==> config.mk <==
export PLATFORM = sky130hd
export DESIGN_NAME = inpfifo_pack
export DESIGN_NICKNAME = d
export VERILOG_FILES = /design/src/rtl/inpfifo_pkg.sv /design/src/rtl/inpfifo_pack_fifo.sv /design/src/rtl/inpfifo_pack.sv
export SDC_FILE = /design/constraint.sdc
export NUM_CORES = 1
export LEC_CHECK = 0
export CELL_PAD_IN_SITES_DETAIL_PLACEMENT = 1
export CELL_PAD_IN_SITES_GLOBAL_PLACEMENT = 1
export CORE_MARGIN = 2
export CORE_UTILIZATION = 50
export DETAILED_ROUTE_END_ITERATION = 10
export DONT_BUFFER_PORTS = 1
export PLACE_DENSITY = 0.81
export SLEW_MARGIN = 25
export SYNTH_ARGS = -nofsm -noshare
export SYNTH_HDL_FRONTEND = slang
export SYNTH_HIERARCHICAL = 1
export SYNTH_SLANG_ARGS = --single-unit
==> constraint.sdc <==
create_clock -name clk -period 2.8 [get_ports clk]
set_clock_uncertainty 0.1 [all_clocks]
set_input_delay 0.28 -clock clk [delete_from_list [all_inputs] [get_ports clk]]
set_output_delay 0.28 -clock clk [all_outputs]
set_load 0.01 [all_outputs]
==> src/rtl/inpfifo_pkg.sv <==
// Shared definitions for the input lane packer and its word FIFO.
package inpfifo_pkg;

    localparam int DIN_W_DEF = 8;
    localparam int LANES_DEF = 2;
    localparam int DEPTH_DEF = 16;
    localparam int LANES_MAX = 8;

    // Lane index: wide enough for up to LANES_MAX lanes (0..7).
    typedef logic [2:0] lane_idx_t;

    // Ceiling log2, usable in constant expressions (port widths, localparams).
    function automatic int clog2(input int value);
        int r;
        r = 0;
        for (int i = 0; i < 31; i++) begin
            if ((1 << i) < value) r = i + 1;
        end
        return r;
    endfunction

endpackage

==> src/rtl/inpfifo_pack_fifo.sv <==
// First-word-fall-through synchronous FIFO: storage, pointers and level.
// Writes while full and reads while empty are ignored; clr_i empties it.
module sync_fifo_fwft
    import inpfifo_pkg::*;
#(
    parameter int WIDTH = 16,
    parameter int DEPTH = 16
) (
    input  logic               clk,
    input  logic               rst,
    input  logic               clr_i,
    input  logic               wr_en_i,
    input  logic [WIDTH-1:0]   wr_data_i,
    input  logic               rd_en_i,
    output logic [WIDTH-1:0]   rd_data_o,
    output logic               empty_o,
    output logic               full_o,
    output logic [clog2(DEPTH):0] level_o
);

    localparam int AW = clog2(DEPTH);
    localparam int LW = AW + 1;

    logic [AW-1:0]    wptr_q, wptr_d;
    logic [AW-1:0]    rptr_q, rptr_d;
    logic [LW-1:0]    level_q, level_d;
    logic             wr_ok, rd_ok;
    logic [WIDTH-1:0] mem [DEPTH];

    assign empty_o   = (level_q == '0);
    assign full_o    = (level_q == LW'(DEPTH));
    assign level_o   = level_q;
    assign rd_data_o = mem[rptr_q];

    // Next pointers/level; a full FIFO refuses writes even if popping this cycle.
    always_comb begin
        wr_ok   = wr_en_i && !full_o && !clr_i;
        rd_ok   = rd_en_i && !empty_o && !clr_i;
        wptr_d  = wptr_q;
        rptr_d  = rptr_q;
        level_d = level_q;
        if (clr_i) begin
            wptr_d  = '0;
            rptr_d  = '0;
            level_d = '0;
        end else begin
            if (wr_ok) wptr_d = wptr_q + AW'(1);
            if (rd_ok) rptr_d = rptr_q + AW'(1);
            level_d = level_q + LW'(wr_ok) - LW'(rd_ok);
        end
    end

    // Pointer and level registers.
    always_ff @(posedge clk) begin
        if (!rst) begin
            wptr_q  <= '0;
            rptr_q  <= '0;
            level_q <= '0;
        end else begin
            wptr_q  <= wptr_d;
            rptr_q  <= rptr_d;
            level_q <= level_d;
        end
    end

    // Storage array; contents are deliberately left unreset.
    always_ff @(posedge clk) begin
        if (wr_ok) mem[wptr_q] <= wr_data_i;
    end

endmodule

==> src/rtl/inpfifo_pack.sv <==
// Packs LANES narrow input beats into one wide word and queues it in a FWFT
// FIFO. A completed word is registered first and written one edge later.
module inpfifo_pack
    import inpfifo_pkg::*;
#(
    parameter int DIN_W     = DIN_W_DEF,
    parameter int LANES     = LANES_DEF,
    parameter int DEPTH     = DEPTH_DEF,
    parameter int MSB_FIRST = 0
) (
    input  logic                   clk,
    input  logic                   rst,
    input  logic [DIN_W-1:0]       din,
    input  logic                   din_vld,
    input  logic                   din_sof,
    input  logic                   flush,
    input  logic                   ovf_clr,
    input  logic                   fifo_rd,
    output logic [DIN_W*LANES-1:0] fifo_q,
    output logic                   fifo_empty,
    output logic                   fifo_full,
    output logic [clog2(DEPTH):0]  fifo_level,
    output logic                   fifo_ovf
);

    localparam lane_idx_t LAST_LANE = lane_idx_t'(LANES - 1);

    logic [LANES-1:0][DIN_W-1:0] acc_q, acc_d;
    logic [DIN_W*LANES-1:0]      packed_w, word_q;
    lane_idx_t                   cnt_q, cnt_d;
    logic                        pend_q, pend_d;
    logic                        ovf_q, ovf_d;
    logic                        fifo_wr;

    // Lane collection: flush beats sof, sof restarts the word at lane 0.
    always_comb begin
        cnt_d  = cnt_q;
        acc_d  = acc_q;
        pend_d = 1'b0;
        if (flush) begin
            cnt_d = '0;
        end else if (din_vld && din_sof) begin
            acc_d[0] = din;
            cnt_d    = lane_idx_t'(1);
        end else if (din_vld) begin
            for (int k = 0; k < LANES; k++) begin
                if (cnt_q == lane_idx_t'(k)) acc_d[k] = din;
            end
            if (cnt_q == LAST_LANE) begin
                cnt_d  = '0;
                pend_d = 1'b1;
            end else begin
                cnt_d = cnt_q + lane_idx_t'(1);
            end
        end
    end

    // Lane placement in the output word: ascending or mirrored.
    always_comb begin
        packed_w = '0;
        for (int k = 0; k < LANES; k++) begin
            if (MSB_FIRST != 0) packed_w[(LANES-1-k)*DIN_W +: DIN_W] = acc_d[k];
            else                packed_w[k*DIN_W +: DIN_W]           = acc_d[k];
        end
    end

    // Sticky overflow: a registered word meeting a full FIFO; set beats clear.
    always_comb begin
        ovf_d = ovf_q;
        if (ovf_clr) ovf_d = 1'b0;
        if (pend_q && !flush && fifo_full) ovf_d = 1'b1;
    end

    // Control state: lane counter, pending-write flag, overflow flag.
    always_ff @(posedge clk) begin
        if (!rst) begin
            cnt_q  <= '0;
            pend_q <= 1'b0;
            ovf_q  <= 1'b0;
        end else begin
            cnt_q  <= cnt_d;
            pend_q <= pend_d;
            ovf_q  <= ovf_d;
        end
    end

    // Data path registers: partial lanes and the completed word awaiting write.
    always_ff @(posedge clk) begin
        acc_q <= acc_d;
        if (pend_d) word_q <= packed_w;
    end

    // A flush at the write edge drops the pending word.
    assign fifo_wr  = pend_q && !flush;
    assign fifo_ovf = ovf_q;

    sync_fifo_fwft #(
        .WIDTH (DIN_W*LANES),
        .DEPTH (DEPTH)
    ) u_fifo (
        .clk       (clk),
        .rst       (rst),
        .clr_i     (flush),
        .wr_en_i   (fifo_wr),
        .wr_data_i (word_q),
        .rd_en_i   (fifo_rd),
        .rd_data_o (fifo_q),
        .empty_o   (fifo_empty),
        .full_o    (fifo_full),
        .level_o   (fifo_level)
    );

endmodule

==> results.py <==
metrics = {
    "grt": {
        "antenna_found_initial": 0,
        "grt_pass1_wl_mm": 39.2,
        "grt_max_degree": 43,
        "grt_overflow": 0,
        "track_usage_pct": 22.1,
        "grt_pass1_vias": 6354,
    },
    "place": {
        "placedCellCount": 912,
        "io_buffer_count": 0,
        "gp_congestion": 0.754,
        "pre_cts_ws_ns": -0.172,
        "hpwl_mm": 15.6,
    },
    "floorplanning": {
        "coreArea_um2": 23300,
        "die_w_um": 157,
        "start_util_pct": 50.5,
        "row_count": 56,
        "die_y_um": 157,
        "num_io_pins": 39,
        "die_area_um2": 24700,
    },
    "synth": {
        "syn-instance-count": 582,
        "syn_area_um2": 11700,
        "ys_ff_latch": 310,
        "synth.avg_cell_area_um2": 20.2,
        "synth.distinct_cells": 36,
        "ys_seq_area_share_pct": 76.0,
        "ys.warnings.count": 6,
        "synth_nets": 609,
    },
    "run": {
        "max-cap-violations": 0,
    },
    "cts": {
        "cts_buffers": 31,
        "cts_root_buf": "clkbuf_16",
        "cts.clk_slew.worst_paths_ns": 0.06,
        "cts.sinks": 310,
        "cts_buffer_depth": 3,
        "cts_max_level": 1,
        "clk-insertion-delay-late_ns": 0.54,
        "cts_tree": "yes",
    },
    "routing": {
        "drtPass1Iterations": 5,
        "wire_per_inst_um": 27.2,
        "viasPerCell": 5.85,
        "vias": 5806,
        "postRouteAntennaNets": 0,
        "drt_iter0_drc": 469,
        "drt_wl_total_mm": 27.0,
        "drc": 0,
    },
    "layout": {
        "final_util_pct": 58.9,
        "final_cells": 993,
        "final_common_cell": "edfxtp_1",
        "num-nets-final": 677,
        "syn2layout_area_growth_pct": 16.7,
        "layout-drive-gt1-share_pct": 27.4,
        "n_antenna_cell": 0,
        "final_cell_mix": "272 x edfxtp_1, 56 x mux4_2, 35 x dfxtp_1, 35 x buf_4",
    },
    "setup_path": {
        "cp_data_arrival_time_ns": 3.22,
        "slowest_stage": "or4b_4",
        "critPathMaxFanout": 2,
        "timing.rr.start": "u_fifo/level_o[3]",
        "timing.reg2reg.setup_slack_ns": -0.05,
        "cp.required_ns": 3.17,
        "critPathCaptureType": "flop",
        "cp-start-kind": "flop",
        "worst_path_largest_cell_delay_ns": 0.49,
        "crit_chain": "inv_2, ha_4, or4b_4, nand2_4, nor2_2, ha_1, inv_2, ha_4, fa_2, a21oi_2, nor2_2, or3_4, a21oi_2",
        "crit_start": "u_fifo/level_o[3]",
        "crit_type": "flop to flop",
    },
    "pwr": {
        "power.switching_mw": 1.86,
        "power_switching_share_pct": 19.3,
        "p_leak_nw": 4.42,
        "power_mw": 9.63,
        "comb_power_share_pct": 4.0,
        "power_density_nw_per_um2": 702,
        "power_frac_clock_pct": 43.4,
        "seqPwrFrac_pct": 52.6,
        "p_int_mw": 7.77,
        "vdd_drop_max_mv": 0.441,
    },
    "sta": {
        "min_period_ns": 2.85,
        "rsz0062_at_grt": "yes",
        "tightest_slew_ns": 0.631,
        "relSlewSlack_pct": 58.0,
        "setup_viol": 1,
        "timing.final.crit_share_pct": 102,
        "hold_violations": 0,
        "fmax_mhz": 351,
        "finalSetupTns_ns": -0.0488,
        "slew_viol_final": 0,
        "setup_slack_ns": -0.0488,
    },
    "min_path": {
        "worst_hold_path_type": "primary input to flop",
        "hp-start": "din_sof",
    },
    "status": {
        "violations": "setup timing",
        "status": "finished with violations",
    },
}
## path summary, 6_finish.rpt
kind	endpoint	depth (start not counted)
max	u_fifo/level_o[4]	13
min	acc_q[3]	2
max reg2reg	u_fifo/level_o[4]	13
min reg2reg	acc_q[15]	1
## per-stage QoR
step	cell area, um^2	hold slack (ns)
floorplan	11800	0.270
global placement	12400	0.276
detailed placement	12400	0.283
CTS	13700	0.0630
global route	13700	0.108
finish	13700	0.0805
## cells in the mapped netlist
library cell    n  area (um^2)
and3_1          1         6.26
dfxtp_1        38          761
xor2_1          6         52.6
or4b_1          1         10.0
a22oi_1        32          240
o21ai_0         1         5.00
nand4b_1        2         17.5
clkbuf_1       14         52.6
mux2_2         16          180
ha_1           11          138
buf_1           2         7.51
o21ai_2         1         8.76
nand2b_1        3         18.8
inv_1          15         56.3
nor2_1         31          116
a211o_1         1         8.76
xnor2_1         4         35.0
edfxtp_1      272         8170
mux4_1          8          210
nor3_1          7         35.0
and2b_2         2         17.5
nand2_1        26         97.6
buf_6           4         45.0
and2_1          1         6.26
a21oi_1         7         35.0
or3_1           1         6.26
nor2b_1         4         25.0
mux4_2         56         1260
nand3_1         6         30.0
nand4bb_1       1         11.3
buf_2           1         5.00
buf_4           3         22.5
a2111oi_0       1         8.76
a21o_1          1         7.51
fa_1            1         20.0
nand3_4         1         17.5
## critical path, delay by kind of cell (launching register included)
family          cells  cell delay, ns
flops               1            0.32
simple gates        5            1.02
fa+ha+maj           4            0.93
compound gates      2            0.29
buf+inv             2            0.12
## power by group through the flow
stage	registers [mW]	logic (mW)	clock network [mW]
CTS	5.07	0.364	4.24
global route	5.07	0.413	4.42
floorplan	5.15	0.245	0
detailed placement	5.16	0.325	0
finish	5.07	0.381	4.18
global placement	5.15	0.304	0
## routing by layer
metal,vias to the layer above,wire [um],track usage [%]
li1,2483,-,-
met1,3043,10600,28.8
met2,221,14000,38.2
met3,59,1610,3.39
met4,0,793,7.75
met5,-,0,0
## cell families after synthesis
family	after synthesis	synth area share, %
compound gates	44	2.67
xor+xnor	10	0.746
fa+ha+maj	12	1.34
buf+inv	39	1.61
flops	310	76.0
mux	80	14.1
simple gates	87	3.54
## layout make-up
class	instances	area [um^2]
sequential	310	8940
clock inverter	20	220
timing repair buffer	59	566
fill	2034	9550
inverter	15	56.3
multi-input combinational	233	2710
tap	319	399
clock buffer	37	818
## what timing repair did
item                       CTS  global route
buffers inserted             2             2
setup endpoints to repair    1             8
hold endpoints to repair    46             0
pin swaps                    5             4
resized for setup           10             4
hold buffers                19             0
cloned                       0             1
## registers in the layout, summed over array words and instances (netlist names), 3 cells and up, named ones only
register        cells
acc_q              16
cnt_q               3
u_fifo/rptr_q       4
word_q             16
u_fifo/mem        256
u_fifo/wptr_q       4
u_fifo/level_o      5
(Power assumes the default switching activity.)
